File: src/rtl/sram_test_pkg.sv
// Shared types and helpers for the SRAM march tester: FSM state encoding,
// default geometry and the data pattern generator used by RTL and bench.
package sram_test_pkg;

  localparam int unsigned DefAddrW = 4;
  localparam int unsigned DefDataW = 8;

  typedef enum logic [2:0] {
    StIdle,
    StFill,
    StRmw,
    StVerify,
    StDrain,
    StDone
  } state_e;

  // Callers truncate to the data width, which gives the mod 2**DATA_W wrap.
  function automatic logic [31:0] pattern(input logic [31:0] seed, input logic [31:0] addr);
    return seed + addr;
  endfunction

endpackage

File: src/rtl/sram_tester_check.sv
// Compare stage: registers the expected byte at issue, compares it with the
// SRAM read data one cycle later, counts mismatches and latches the first one.
module sram_tester_check #(
  parameter int unsigned ADDR_W = 4,
  parameter int unsigned DATA_W = 8
) (
  input  logic              clk_i,
  input  logic              reset_i,
  input  logic              clear_i,
  input  logic              issue_valid_i,
  input  logic [ADDR_W-1:0] issue_addr_i,
  input  logic [DATA_W-1:0] issue_exp_i,
  input  logic [DATA_W-1:0] mem_dout_i,
  output logic              mismatch_o,
  output logic [ADDR_W+1:0] err_count_o,
  output logic [ADDR_W-1:0] fail_addr_o,
  output logic [DATA_W-1:0] fail_got_o
);

  logic              chk_valid_q, chk_valid_d;
  logic [ADDR_W-1:0] chk_addr_q, chk_addr_d;
  logic [DATA_W-1:0] chk_exp_q, chk_exp_d;
  logic [ADDR_W+1:0] err_count_q, err_count_d;
  logic [ADDR_W-1:0] fail_addr_q, fail_addr_d;
  logic [DATA_W-1:0] fail_got_q, fail_got_d;
  logic              mismatch;

  always_comb begin
    chk_valid_d = issue_valid_i;
    chk_addr_d  = issue_addr_i;
    chk_exp_d   = issue_exp_i;
    mismatch    = chk_valid_q && (mem_dout_i != chk_exp_q);
    err_count_d = err_count_q;
    fail_addr_d = fail_addr_q;
    fail_got_d  = fail_got_q;
    if (clear_i) begin
      err_count_d = '0;
      fail_addr_d = '0;
      fail_got_d  = '0;
    end else if (mismatch) begin
      err_count_d = err_count_q + 1'b1;
      if (err_count_q == '0) begin
        fail_addr_d = chk_addr_q;
        fail_got_d  = mem_dout_i;
      end
    end
  end

  always_ff @(posedge clk_i) begin
    if (reset_i) begin
      chk_valid_q <= 1'b0;
      chk_addr_q  <= '0;
      chk_exp_q   <= '0;
      err_count_q <= '0;
      fail_addr_q <= '0;
      fail_got_q  <= '0;
    end else begin
      chk_valid_q <= chk_valid_d;
      chk_addr_q  <= chk_addr_d;
      chk_exp_q   <= chk_exp_d;
      err_count_q <= err_count_d;
      fail_addr_q <= fail_addr_d;
      fail_got_q  <= fail_got_d;
    end
  end

  assign mismatch_o  = mismatch;
  assign err_count_o = err_count_q;
  assign fail_addr_o = fail_addr_q;
  assign fail_got_o  = fail_got_q;

endmodule

File: src/rtl/sram_march_tester.sv
// March self-test sequencer for a single-port read-before-write SRAM:
// ascending fill, read-modify-write and verify passes with pass/fail report.
module sram_march_tester
  import sram_test_pkg::*;
#(
  parameter int unsigned          ADDR_W = DefAddrW,
  parameter int unsigned          DATA_W = DefDataW,
  parameter logic [DATA_W-1:0]    SEED   = DATA_W'(8'hA5)
) (
  input  logic              clk,
  input  logic              reset,
  input  logic              start,
  output logic              busy,
  output logic              done,
  output logic              pass,
  output logic [ADDR_W+1:0] err_count,
  output logic [ADDR_W-1:0] fail_addr,
  output logic [DATA_W-1:0] fail_got,
  output logic              mem_ce,
  output logic              mem_oce,
  output logic              mem_wre,
  output logic [ADDR_W-1:0] mem_ad,
  output logic [DATA_W-1:0] mem_din,
  input  logic [DATA_W-1:0] mem_dout
);

  localparam logic [ADDR_W-1:0] LastAddr = '1;

  function automatic logic [DATA_W-1:0] pat(input logic [ADDR_W-1:0] a);
    return DATA_W'(pattern(32'(SEED), 32'(a)));
  endfunction

  state_e            state_q, state_d;
  logic              busy_q, busy_d;
  logic              done_q, done_d;
  logic              pass_q, pass_d;
  logic              ce_q, ce_d;
  logic              wre_q, wre_d;
  logic [ADDR_W-1:0] ad_q, ad_d;
  logic [DATA_W-1:0] din_q, din_d;

  logic [ADDR_W-1:0] ad_inc;
  logic              wrap;
  logic              clear;
  logic              issue_valid;
  logic [DATA_W-1:0] issue_exp;
  logic              mismatch;
  logic [ADDR_W+1:0] err_count_w;

  always_comb begin
    state_d     = state_q;
    done_d      = done_q;
    pass_d      = pass_q;
    ce_d        = ce_q;
    wre_d       = wre_q;
    ad_d        = ad_q;
    din_d       = din_q;
    clear       = 1'b0;
    issue_valid = 1'b0;
    issue_exp   = pat(ad_q);
    ad_inc      = ad_q + 1'b1;
    wrap        = (ad_q == LastAddr);
    unique case (state_q)
      StIdle, StDone: begin
        if (start) begin
          state_d = StFill;
          ce_d    = 1'b1;
          wre_d   = 1'b1;
          ad_d    = '0;
          din_d   = pat('0);
          done_d  = 1'b0;
          pass_d  = 1'b0;
          clear   = 1'b1;
        end
      end
      StFill: begin
        ad_d  = ad_inc;
        din_d = pat(ad_inc);
        if (wrap) begin
          state_d = StRmw;
          din_d   = ~pat(ad_inc);
        end
      end
      StRmw: begin
        // Old byte comes back next cycle; it must still hold the fill pattern.
        issue_valid = 1'b1;
        issue_exp   = pat(ad_q);
        ad_d        = ad_inc;
        din_d       = ~pat(ad_inc);
        if (wrap) begin
          state_d = StVerify;
          wre_d   = 1'b0;
          din_d   = '0;
        end
      end
      StVerify: begin
        issue_valid = 1'b1;
        issue_exp   = ~pat(ad_q);
        ad_d        = ad_inc;
        if (wrap) begin
          state_d = StDrain;
          ce_d    = 1'b0;
        end
      end
      StDrain: begin
        // Final verify compare resolves this cycle, so fold it into pass.
        state_d = StDone;
        done_d  = 1'b1;
        pass_d  = (err_count_w == '0) && !mismatch;
      end
      default: state_d = StIdle;
    endcase
    busy_d = (state_d == StFill) || (state_d == StRmw) || (state_d == StVerify) ||
             (state_d == StDrain);
  end

  always_ff @(posedge clk) begin
    if (reset) begin
      state_q <= StIdle;
      busy_q  <= 1'b0;
      done_q  <= 1'b0;
      pass_q  <= 1'b0;
      ce_q    <= 1'b0;
      wre_q   <= 1'b0;
      ad_q    <= '0;
      din_q   <= '0;
    end else begin
      state_q <= state_d;
      busy_q  <= busy_d;
      done_q  <= done_d;
      pass_q  <= pass_d;
      ce_q    <= ce_d;
      wre_q   <= wre_d;
      ad_q    <= ad_d;
      din_q   <= din_d;
    end
  end

  sram_tester_check #(
    .ADDR_W(ADDR_W),
    .DATA_W(DATA_W)
  ) u_check (
    .clk_i        (clk),
    .reset_i      (reset),
    .clear_i      (clear),
    .issue_valid_i(issue_valid),
    .issue_addr_i (ad_q),
    .issue_exp_i  (issue_exp),
    .mem_dout_i   (mem_dout),
    .mismatch_o   (mismatch),
    .err_count_o  (err_count_w),
    .fail_addr_o  (fail_addr),
    .fail_got_o   (fail_got)
  );

  assign busy      = busy_q;
  assign done      = done_q;
  assign pass      = pass_q;
  assign err_count = err_count_w;
  assign mem_ce    = ce_q;
  assign mem_oce   = 1'b1;
  assign mem_wre   = wre_q;
  assign mem_ad    = ad_q;
  assign mem_din   = din_q;

endmodule

File: config.mk
export PLATFORM = sky130hd
export DESIGN_NAME = sram_march_tester
export DESIGN_NICKNAME = d
export VERILOG_FILES = /design/src/rtl/sram_test_pkg.sv /design/src/rtl/sram_tester_check.sv /design/src/rtl/sram_march_tester.sv
export SDC_FILE = /design/constraint.sdc
export NUM_CORES = 1
export LEC_CHECK = 0
export BUFFER_PORTS_ARGS = -buffer_cell sky130_fd_sc_hd__clkbuf_2
export CELL_PAD_IN_SITES_DETAIL_PLACEMENT = 0
export CELL_PAD_IN_SITES_GLOBAL_PLACEMENT = 1
export CORE_AREA = 5 5 70 104
export DETAILED_ROUTE_END_ITERATION = 8
export DIE_AREA = 0 0 75 109
export GPL_ROUTABILITY_DRIVEN = 0
export PLACE_DENSITY_LB_ADDON = 0.1
export SLEW_MARGIN = 20
export SYNTH_ARGS = -nofsm -noshare
export SYNTH_HDL_FRONTEND = slang
export SYNTH_HIERARCHICAL = 1
export SYNTH_SLANG_ARGS = --single-unit
File: constraint.sdc
create_clock -name clk -period 4.33 [get_ports clk]
set_clock_uncertainty 0.2 [all_clocks]
set_input_delay 0.2165 -clock clk [delete_from_list [all_inputs] [get_ports clk]]
set_output_delay 0.2165 -clock clk [all_outputs]
set_load 0.01 [all_outputs]
## Word level (Yosys, flattened, before mapping)

Index checks and enable logic that the tools add are counted.

| storage, ports and cells | value |
|---|---|
| bits in registers | 51 |
| bits in latches | 0 |
| memory bits (writable) | 0 |
| ROM bits | 0 |
| memories kept | 0 |

| operators by class | value |
|---|---|
| add/sub/neg operators | 4 |
| multipliers | 0 |
| div/mod/pow operators | 0 |
| $lt $le $gt $ge | 0 |
| eq/ne operators | 14 |
| shift operators | 0 |
| multiplexer cells | 22 |
| bitwise gates (word level) | 2 |
| reduce and logical (&&, ||, !) cells | 23 |

Operators by type and width:

| kind | count |
|---|---|
| $mux W8 | 4 |
| $pmux W8 S3 | 1 |
| $add A8 B4 Y8 const A | 2 |
| $not A8 Y8 | 2 |
| $pmux W3 S5 | 1 |
| $eq A3 B2 Y1 const B | 4 |
| $mux W3 | 4 |
| $eq A3 B3 Y1 const B | 3 |
| $ne A8 B8 Y1 | 1 |
| $pmux W1 S2 | 4 |
| $pmux W4 S2 | 1 |
| $reduce_and A2 Y1 | 4 |
| $reduce_bool A2 Y1 | 4 |
| $add A6 B1 Y6 const B | 1 |
| $eq A3 B1 Y1 const B | 2 |
| $logic_not A6 Y1 | 1 |
| $mux W1 | 6 |
| $ne A2 B2 Y1 const B | 3 |
| $reduce_and A3 Y1 | 2 |
| $reduce_or A2 Y1 | 3 |
| $add A4 B1 Y4 const B | 1 |
| $eq A4 B4 Y1 const B | 1 |
| $mux W4 | 1 |
| $logic_not A3 Y1 | 1 |
| 5 further kinds | 8 |

## Longest topological paths before layout

Gate-level depths: netlist of the first run.

| logic depth | value |
|---|---|
| depth after elaboration | 7 |
| depth in mapped cells | 9 |
| depth with buffers taken out | 8 |

## Hierarchy

Netlist of the first run, hierarchy kept.

Modules (own cells, without submodules):

| module | instances | cells each | area each (um2) | seq. area each (um2) |
|---|---|---|---|---|
| sram_march_tester | 1 | 137 | 1246.2 | 380.4 |
| sram_tester_check | 1 | 111 | 1194.9 | 620.6 |

## Least setup slack after synthesis of the first run

OpenSTA, ideal clock, no wires.

| path | value |
|---|---|
| path kind | register to register |
| from | register ad_q[1], in the netlist mem_ad[1] |
| to | register din_q[3], in the netlist mem_din[3] |
| arrival time | 2.058 ns |
| required time | 4.013 ns |
| slack | 1.954 ns |
| stages on the path, launching flop included | 9 |
| period minus slack after synthesis | 2.376 ns |
| path through | dfxtp_1 -> ha_1 -> buf_2 -> xnor3_1 -> a22oi_2 -> xnor2_1 -> ha_1 -> a22o_1 -> a32o_1 |

| between the ends | value |
|---|---|
| longest elaborated chain between the ends | 5 |
| elaborated cells between the ends (all ways) | 7 |
| those cells by class | 2 x add/sub; 1 x eq/ne; 3 x mux; 1 x bitwise |

RTL lines:

| item | RTL line | source |
|---|---|---|
| from (decl) | sram_march_tester.sv:39 | `logic [ADDR_W-1:0] ad_q, ad_d;` |
| from (signal assigned) | sram_march_tester.sv:125 | `ad_q <= '0;` |
| from (signal assigned) | sram_march_tester.sv:134 | `ad_q <= ad_d;` |
| $add A4 B1 Y4 | sram_march_tester.sv:61 | `ad_inc = ad_q + 1'b1;` |
| $add A8 B4 Y8 | sram_test_pkg.sv:19 | `return seed + addr;` |
| $not A8 Y8 | sram_march_tester.sv:81, sram_march_tester.sv:89 |  |
| $mux W8 (on tied branches) | sram_march_tester.sv:90, sram_march_tester.sv:79 |  |
| $pmux W8 S3 * | sram_march_tester.sv:63 | `unique case (state_q)` |
| to (signal assigned) | sram_march_tester.sv:135 | `din_q <= din_d;` |
| to (decl) | sram_march_tester.sv:40 | `logic [DATA_W-1:0] din_q, din_d;` |

Every way passes the cells marked *; elsewhere a longest branch is shown, timed or not.
A chain may end at the register's enable or synchronous reset.

## Worst setup path in the final report of the first run

| path | value |
|---|---|
| from | register ad_q[0], in the netlist mem_ad[0] |
| to | register din_q[3], in the netlist mem_din[3] |

Same word-level chain as after synthesis.

==> impl_metrics.py, run 1 <==
metrics = {
    "detailed_routing": {
        "drtIter0Drc": 81,
        "drc_errors": 0,
        "vias": 1785,
        "via_per_inst": 4.85,
        "drt_pass1_iterations": 4,
        "ant_nets": 0,
        "wirelength_mm": 5.08,
        "routedWlPerCell_um": 13.8,
    },
    "timing": {
        "tns_ns": 0,
        "hold_violations": 0,
        "final_max_slew_viol_count": 0,
        "timing.final.crit_period_ns": 2.60,
        "slew_headroom": 0.417,
        "worstMarginPinSlew_ns": 0.874,
        "fmax_mhz": 384,
        "period_share": 0.601,
        "hold_slack_ns": 0.00670,
        "finalSetupViolations": 0,
        "setup_slack_ns": 1.73,
        "rsz0062_at_grt": "false",
    },
    "final_layout": {
        "multi_input_area_um2": 1280,
        "final_nets": 313,
        "fin_cells": 368,
        "mostFrequentLayoutCells": "dfxtp_1 (50), clkbuf_2 (45), nor2_1 (20), nor2b_1 (17), inv_1 (15)",
        "drive_above_1_share": 0.226,
        "fillers": 645,
        "antenna_cells": 0,
        "final_common_cell": "dfxtp_1",
        "regArea_um2": 1000,
        "synthToLayoutAreaGrowth_pct": 15.7,
    },
    "setup_path": {
        "end_kind": "flop",
        "start_kind": "flop",
        "cp.depth": 7,
        "path_cells": "ha_1, xnor3_1, a22oi_2, xnor2_1, ha_1, a22o_1, a32o_1",
        "reg2regPathDepth": 7,
        "worstPathArrival_ns": 2.60,
        "max_stage_delay_ns": 0.54,
        "cp_max_fo": 10,
        "required_ns": 4.33,
        "crit_type": "reg -> reg",
        "path_common_cell": "ha_1",
        "cpMaxStageDelayCell": "dfxtp_1",
        "crit_family": "adder cells",
        "crit_buf_inv": 0,
    },
    "global_route": {
        "grt_pass1_wl_mm": 8.43,
        "grt_pass1_vias": 1736,
        "grt-ovfl-total": 0,
        "track_usage": 0.133,
        "grt_max_degree": 31,
        "antenna_found_initial": 0,
    },
    "min_path": {
        "hold-path-cell-count": 3,
        "hold_class": "in -> reg",
    },
    "cts": {
        "cts_inserted_buffers": 5,
        "cts_root_buf": "clkbuf_8",
        "cts_tree": "yes",
        "path_clk_slew_ns": 0.09,
        "htree_levels": 2,
        "clk_latency_ns": 0.30,
        "cts.path.max_buffers": 2,
        "cts_num_sinks": 50,
    },
    "floorplanning": {
        "core_um2": 6350,
        "die_w_um": 75,
        "die_h_um": 109,
        "rows": 36,
        "die_area_um2": 8180,
        "io_pins": 47,
        "floorplan.initialDensity": 0.384,
    },
    "synthesis": {
        "synth_seq_area_share": 0.410,
        "syn-num-nets": 270,
        "synthFlopType": "dfxtp_1",
        "synthArstFlopShare": 0,
        "synth_edf_count": 0,
        "synth_top_area_cell": "dfxtp_1",
        "ys_warn_count": 6,
        "ys_ff_latch": 50,
        "synth_top_area_frac": 0.410,
        "syn-cell-area_um2": 2440,
        "syn-mean-instance-area_um2": 9.84,
        "synth_area_leaders": "dfxtp_1 (41%), mux2i_1 (5.7%), ha_1 (5.6%)",
        "ys_types": 52,
        "synthCells": 248,
    },
    "pwr": {
        "power-per-cell-area_nw_per_um2": 308,
        "leakage_nw": 1.13,
        "power_w": 0.000870,
        "ir_drop_mv": 0.117,
    },
    "run_status": {
        "outcome": "completed",
    },
    "place": {
        "io_buffers": 45,
        "dp_slack_ns": 1.72,
        "place_inst": 353,
        "place_hpwl_mm": 3.72,
    },
    "job": {
        "maxCapViolCount": 0,
    },
}
-- power breakdown --
| part | total (W) | switching [W] | internal [W] | leakage, nW |
|---|---|---|---|---|
| registers | 0.000486 | 0.0000134 | 0.000473 | 0.407 |
| clock network | 0.000287 | 0.000158 | 0.000129 | 0.0472 |
| logic | 0.0000976 | 0.0000528 | 0.0000449 | 0.671 |
| total | 0.000870 | 0.000224 | 0.000646 | 1.13 |
-- per-layer routing --
| metal | routed length (um) | vias up | GRT usage |
|---|---|---|---|
| met3 | 221 | 8 | 0.0258 |
| met2 | 2650 | 34 | 0.233 |
| met1 | 2120 | 797 | 0.155 |
| met4 | 88 | 0 | 0.0534 |
| li1 | - | 946 | - |
| met5 | 0 | - | 0 |
-- path summary, 6_finish.rpt --
check	startpoint	endpoint	slack [ns]
setup / recovery	mem_ad[0]	mem_din[3]	1.73
hold / removal	mem_dout[5]	u_check/fail_got_o[5]	0.007
setup reg to reg	mem_ad[0]	mem_din[3]	1.73
hold reg to reg	u_check/chk_addr_q[0]	u_check/fail_addr_o[0]	0.27
-- state kept, by name (all words and copies together) (netlist names) --
register             count
busy                     1
done                     1
mem_ad                   4
mem_ce                   1
mem_din                  7
mem_wre                  1
pass                     1
state_q                  3
u_check/chk_addr_q       4
u_check/chk_exp_q        8
u_check/chk_valid_q      1
u_check/err_count_o      6
u_check/fail_addr_o      4
u_check/fail_got_o       8
-- logic make-up (layout without fill, tap and decap cells) --
family          count (synthesis)  in the layout  share of synthesized area
compound gates                 48             48                      0.151
xor+xnor                       25             25                     0.0953
fa+ha+maj                      11             11                     0.0564
buf+inv                        32             76                     0.0661
flops                          50             50                      0.410
mux                            14             14                     0.0574
other cells                     1              1                    0.00154
simple gates                   67             67                      0.162
-- worst min-delay path, cell delays in order --
cell and delay [ns]:
clkbuf_2 0.11, mux2i_1 0.07, nor2_1 0.07
-- cell type report --
class,count,share of cell area
multi-input combinational,166,0.453
clock buffer,6,0.0292
sequential,50,0.354
clock inverter,2,0.00443
inverter,16,0.0213
timing repair buffer,52,0.105
tap,76,0.0337
-- Yosys cell counts, drive strengths merged, types with 2 or more instances --
cell type	n
xnor2	12
nor3	2
dfxtp	50
a21oi	11
nand4	4
mux2i	14
o21bai	2
o21ai	5
ha	11
a221oi	4
o221ai	2
nand2	4
buf	11
a31oi	3
nor2	21
or3	2
inv	16
xor2	12
a22o	3
nand3	3
or2	2
nor2b	17
clkbuf	5
o22ai	3
nor4	4
nand2b	4
a32o	4
-- through the flow --
step	utilization	area [um2]
global placement	0.419	2660
global route	0.445	2830
CTS	0.445	2830
finish	0.445	2830
floorplan	-	2440
detailed placement	0.419	2660
-- timing repair --
action                                 4_1_cts  5_1_grt
hold buffers                                 7        0
setup buffers                                0        0
endpoints found under the hold margin        7        0
gates resized for setup                      0        0
No activity file was read; power rests on OpenSTA's default activity.
==> inputs of run 2 (changes only) <==
- clock period: 4.33 -> 2.7 ns (I/O delays scaled with it)
==> run 2 against run 1 <==
Sequential share of layout area is 0.95 points lower. Clock power increased by 84%. Via count up 2.9%. Worst setup slack lost 1.5 ns. Largest cell class unchanged. Largest power group unchanged.
==> impl_metrics.py, run 2 (synthesis gave the netlist of run 1 again) <==
metrics = {
    "run_status": {
        "outcome": "completed",
    },
    "final_layout": {
        "mostFrequentLayoutCells": "dfxtp_1 (50), clkbuf_2 (45), nor2_1 (20), nor2b_1 (17), inv_1 (15)",
        "final_common_cell": "dfxtp_1",
        "synthToLayoutAreaGrowth_pct": 18.9,
        "drive_above_1_share": 0.240,
        "final_nets": 321,
        "antenna_cells": 0,
        "fin_area_um2": 2900,
    },
    "pwr": {
        "seqPwrFrac": 0.525,
        "ir_drop_mv": 0.279,
        "clockPowerShare": 0.358,
        "switching_share": 0.245,
        "leakage_nw": 1.17,
        "p_switching_w": 0.000361,
        "power-per-cell-area_nw_per_um2": 508,
        "p_int_w": 0.00111,
        "p_comb_frac": 0.117,
    },
    "global_route": {
        "grt_max_degree": 30,
        "grt-ovfl-total": 0,
        "track_usage": 0.138,
        "antenna_found_initial": 0,
        "grt_pass1_wl_mm": 8.71,
        "grt_pass1_vias": 1815,
    },
    "detailed_routing": {
        "routedWlPerCell_um": 14.0,
        "drc_errors": 0,
        "wl_met2_mm": 2.74,
        "via_per_inst": 4.88,
        "ant_nets": 0,
        "wl_met1_mm": 2.23,
        "wl_met3_um": 219,
        "drtIter0Drc": 75,
        "vias": 1836,
        "drt_pass1_iterations": 4,
        "wirelength_mm": 5.27,
        "highest_layer": "met4",
    },
    "timing": {
        "rsz0062_at_grt": "false",
        "fmax_mhz": 401,
        "tns_ns": 0,
        "timing.final.crit_period_ns": 2.49,
        "worstMarginPinSlew_ns": 0.863,
        "period_share": 0.923,
        "finalSetupViolations": 0,
        "slew_headroom": 0.425,
        "hold_slack_ns": 0.0770,
        "hold_violations": 0,
        "final_max_slew_viol_count": 0,
    },
    "place": {
        "io_buffers": 45,
        "postPlaceCellArea_um2": 2710,
        "place_hpwl_mm": 3.93,
    },
    "cts": {
        "cts_tree": "yes",
        "postCtsHoldBufs": 8,
        "cts_num_sinks": 50,
        "cts.path.max_buffers": 2,
        "post_cts_buffers": 0,
        "cts_inserted_buffers": 5,
        "htree_levels": 2,
        "path_clk_slew_ns": 0.09,
        "clk_latency_ns": 0.30,
        "cts_root_buf": "clkbuf_8",
        "cts_resized": 0,
    },
    "floorplanning": {
        "rows": 36,
        "die_h_um": 109,
        "floorplan.initialDensity": 0.384,
        "die_w_um": 75,
        "die_area_um2": 8180,
        "io_pins": 47,
        "core_um2": 6350,
    },
    "setup_path": {
        "cp.depth": 7,
        "path_cells": "ha_1, xnor3_1, a22oi_2, xnor2_1, ha_1, a22o_1, a32o_1",
        "max_stage_delay_ns": 0.45,
        "crit_buf_inv": 0,
        "required_ns": 2.69,
        "r2r_start": "mem_ad[0]",
        "cpMaxStageDelayCell": "dfxtp_1",
        "critPathLaunch": "mem_ad[0]",
        "end_kind": "flop",
        "path_common_cell": "ha_1",
        "start_kind": "flop",
        "crit_type": "reg -> reg",
        "cp_max_fo": 7,
        "worstPathArrival_ns": 2.49,
        "crit_family": "adder cells",
        "reg2regPathDepth": 7,
    },
    "job": {
        "maxCapViolCount": 0,
    },
    "min_path": {
        "hp-start": "start",
        "hold_class": "in -> reg",
        "hold-path-cell-count": 3,
    },
}
run 2: cell types whose count changed in the layout (fill, tap and decap cells not counted):
cell | before | now
dlygate4sd3_1 | 7 | 8
clkinv_2 | 1 | 0
clkbuf_1 | 0 | 1
bufinv_16 | 0 | 1
clkbuf_8 | 6 | 5
buf_4 | 0 | 7
run 2: path summary, 6_finish.rpt:
kind / end / slack [ns]
max reg2reg: mem_din[3] / 0.21
max: mem_din[3] / 0.21
min reg2reg: u_check/fail_addr_o[1] / 0.27
min: busy / 0.08
run 2: power by group through the flow:
stage          sequential (W)  combinational [W]  clock, W
2_1_floorplan        0.000791           0.000117         0
3_3_place_gp         0.000790           0.000167         0
3_5_place_dp         0.000791           0.000166         0
4_1_cts              0.000774           0.000176  0.000551
5_1_grt              0.000776           0.000194  0.000582
6_report             0.000773           0.000173  0.000528
run 2: worst register-to-register path, cell delays in order, from the launching register on:
cell,delay [ns]
dfxtp_1,0.45
ha_1,0.37
xnor3_1,0.39
a22oi_2,0.20
xnor2_1,0.14
ha_1,0.24
a22o_1,0.20
a32o_1,0.21
run 2: metrics by stage:
step / setup slack [ns] / total power, W / utilization / instances
after floorplan: 0.324 / 0.000908 / - / 248
after global placement: 0.252 / 0.000957 / 0.427 / 360
after detailed placement: 0.217 / 0.000957 / 0.427 / 360
after CTS: 0.192 / 0.00150 / 0.457 / 376
after global routing: 0.0715 / 0.00155 / 0.457 / 376
final: 0.207 / 0.00147 / 0.457 / 376
run 2: layer usage:
layer / global-route usage / vias to the layer above
met5: 0 / -
met4: 0.0496 / 0
met3: 0.0231 / 5
met2: 0.246 / 37
met1: 0.160 / 835
li1: - / 959
run 2: area by class of cell:
type,instances,area (um2)
Clock inverter,2,37.5
Multi-Input combinational cell,166,1280
Clock buffer,6,72.6
Timing Repair Buffer,60,358
Inverter,16,60.1
Sequential cell,50,1000
Fill cell,663,3450
Tap cell,76,95.1
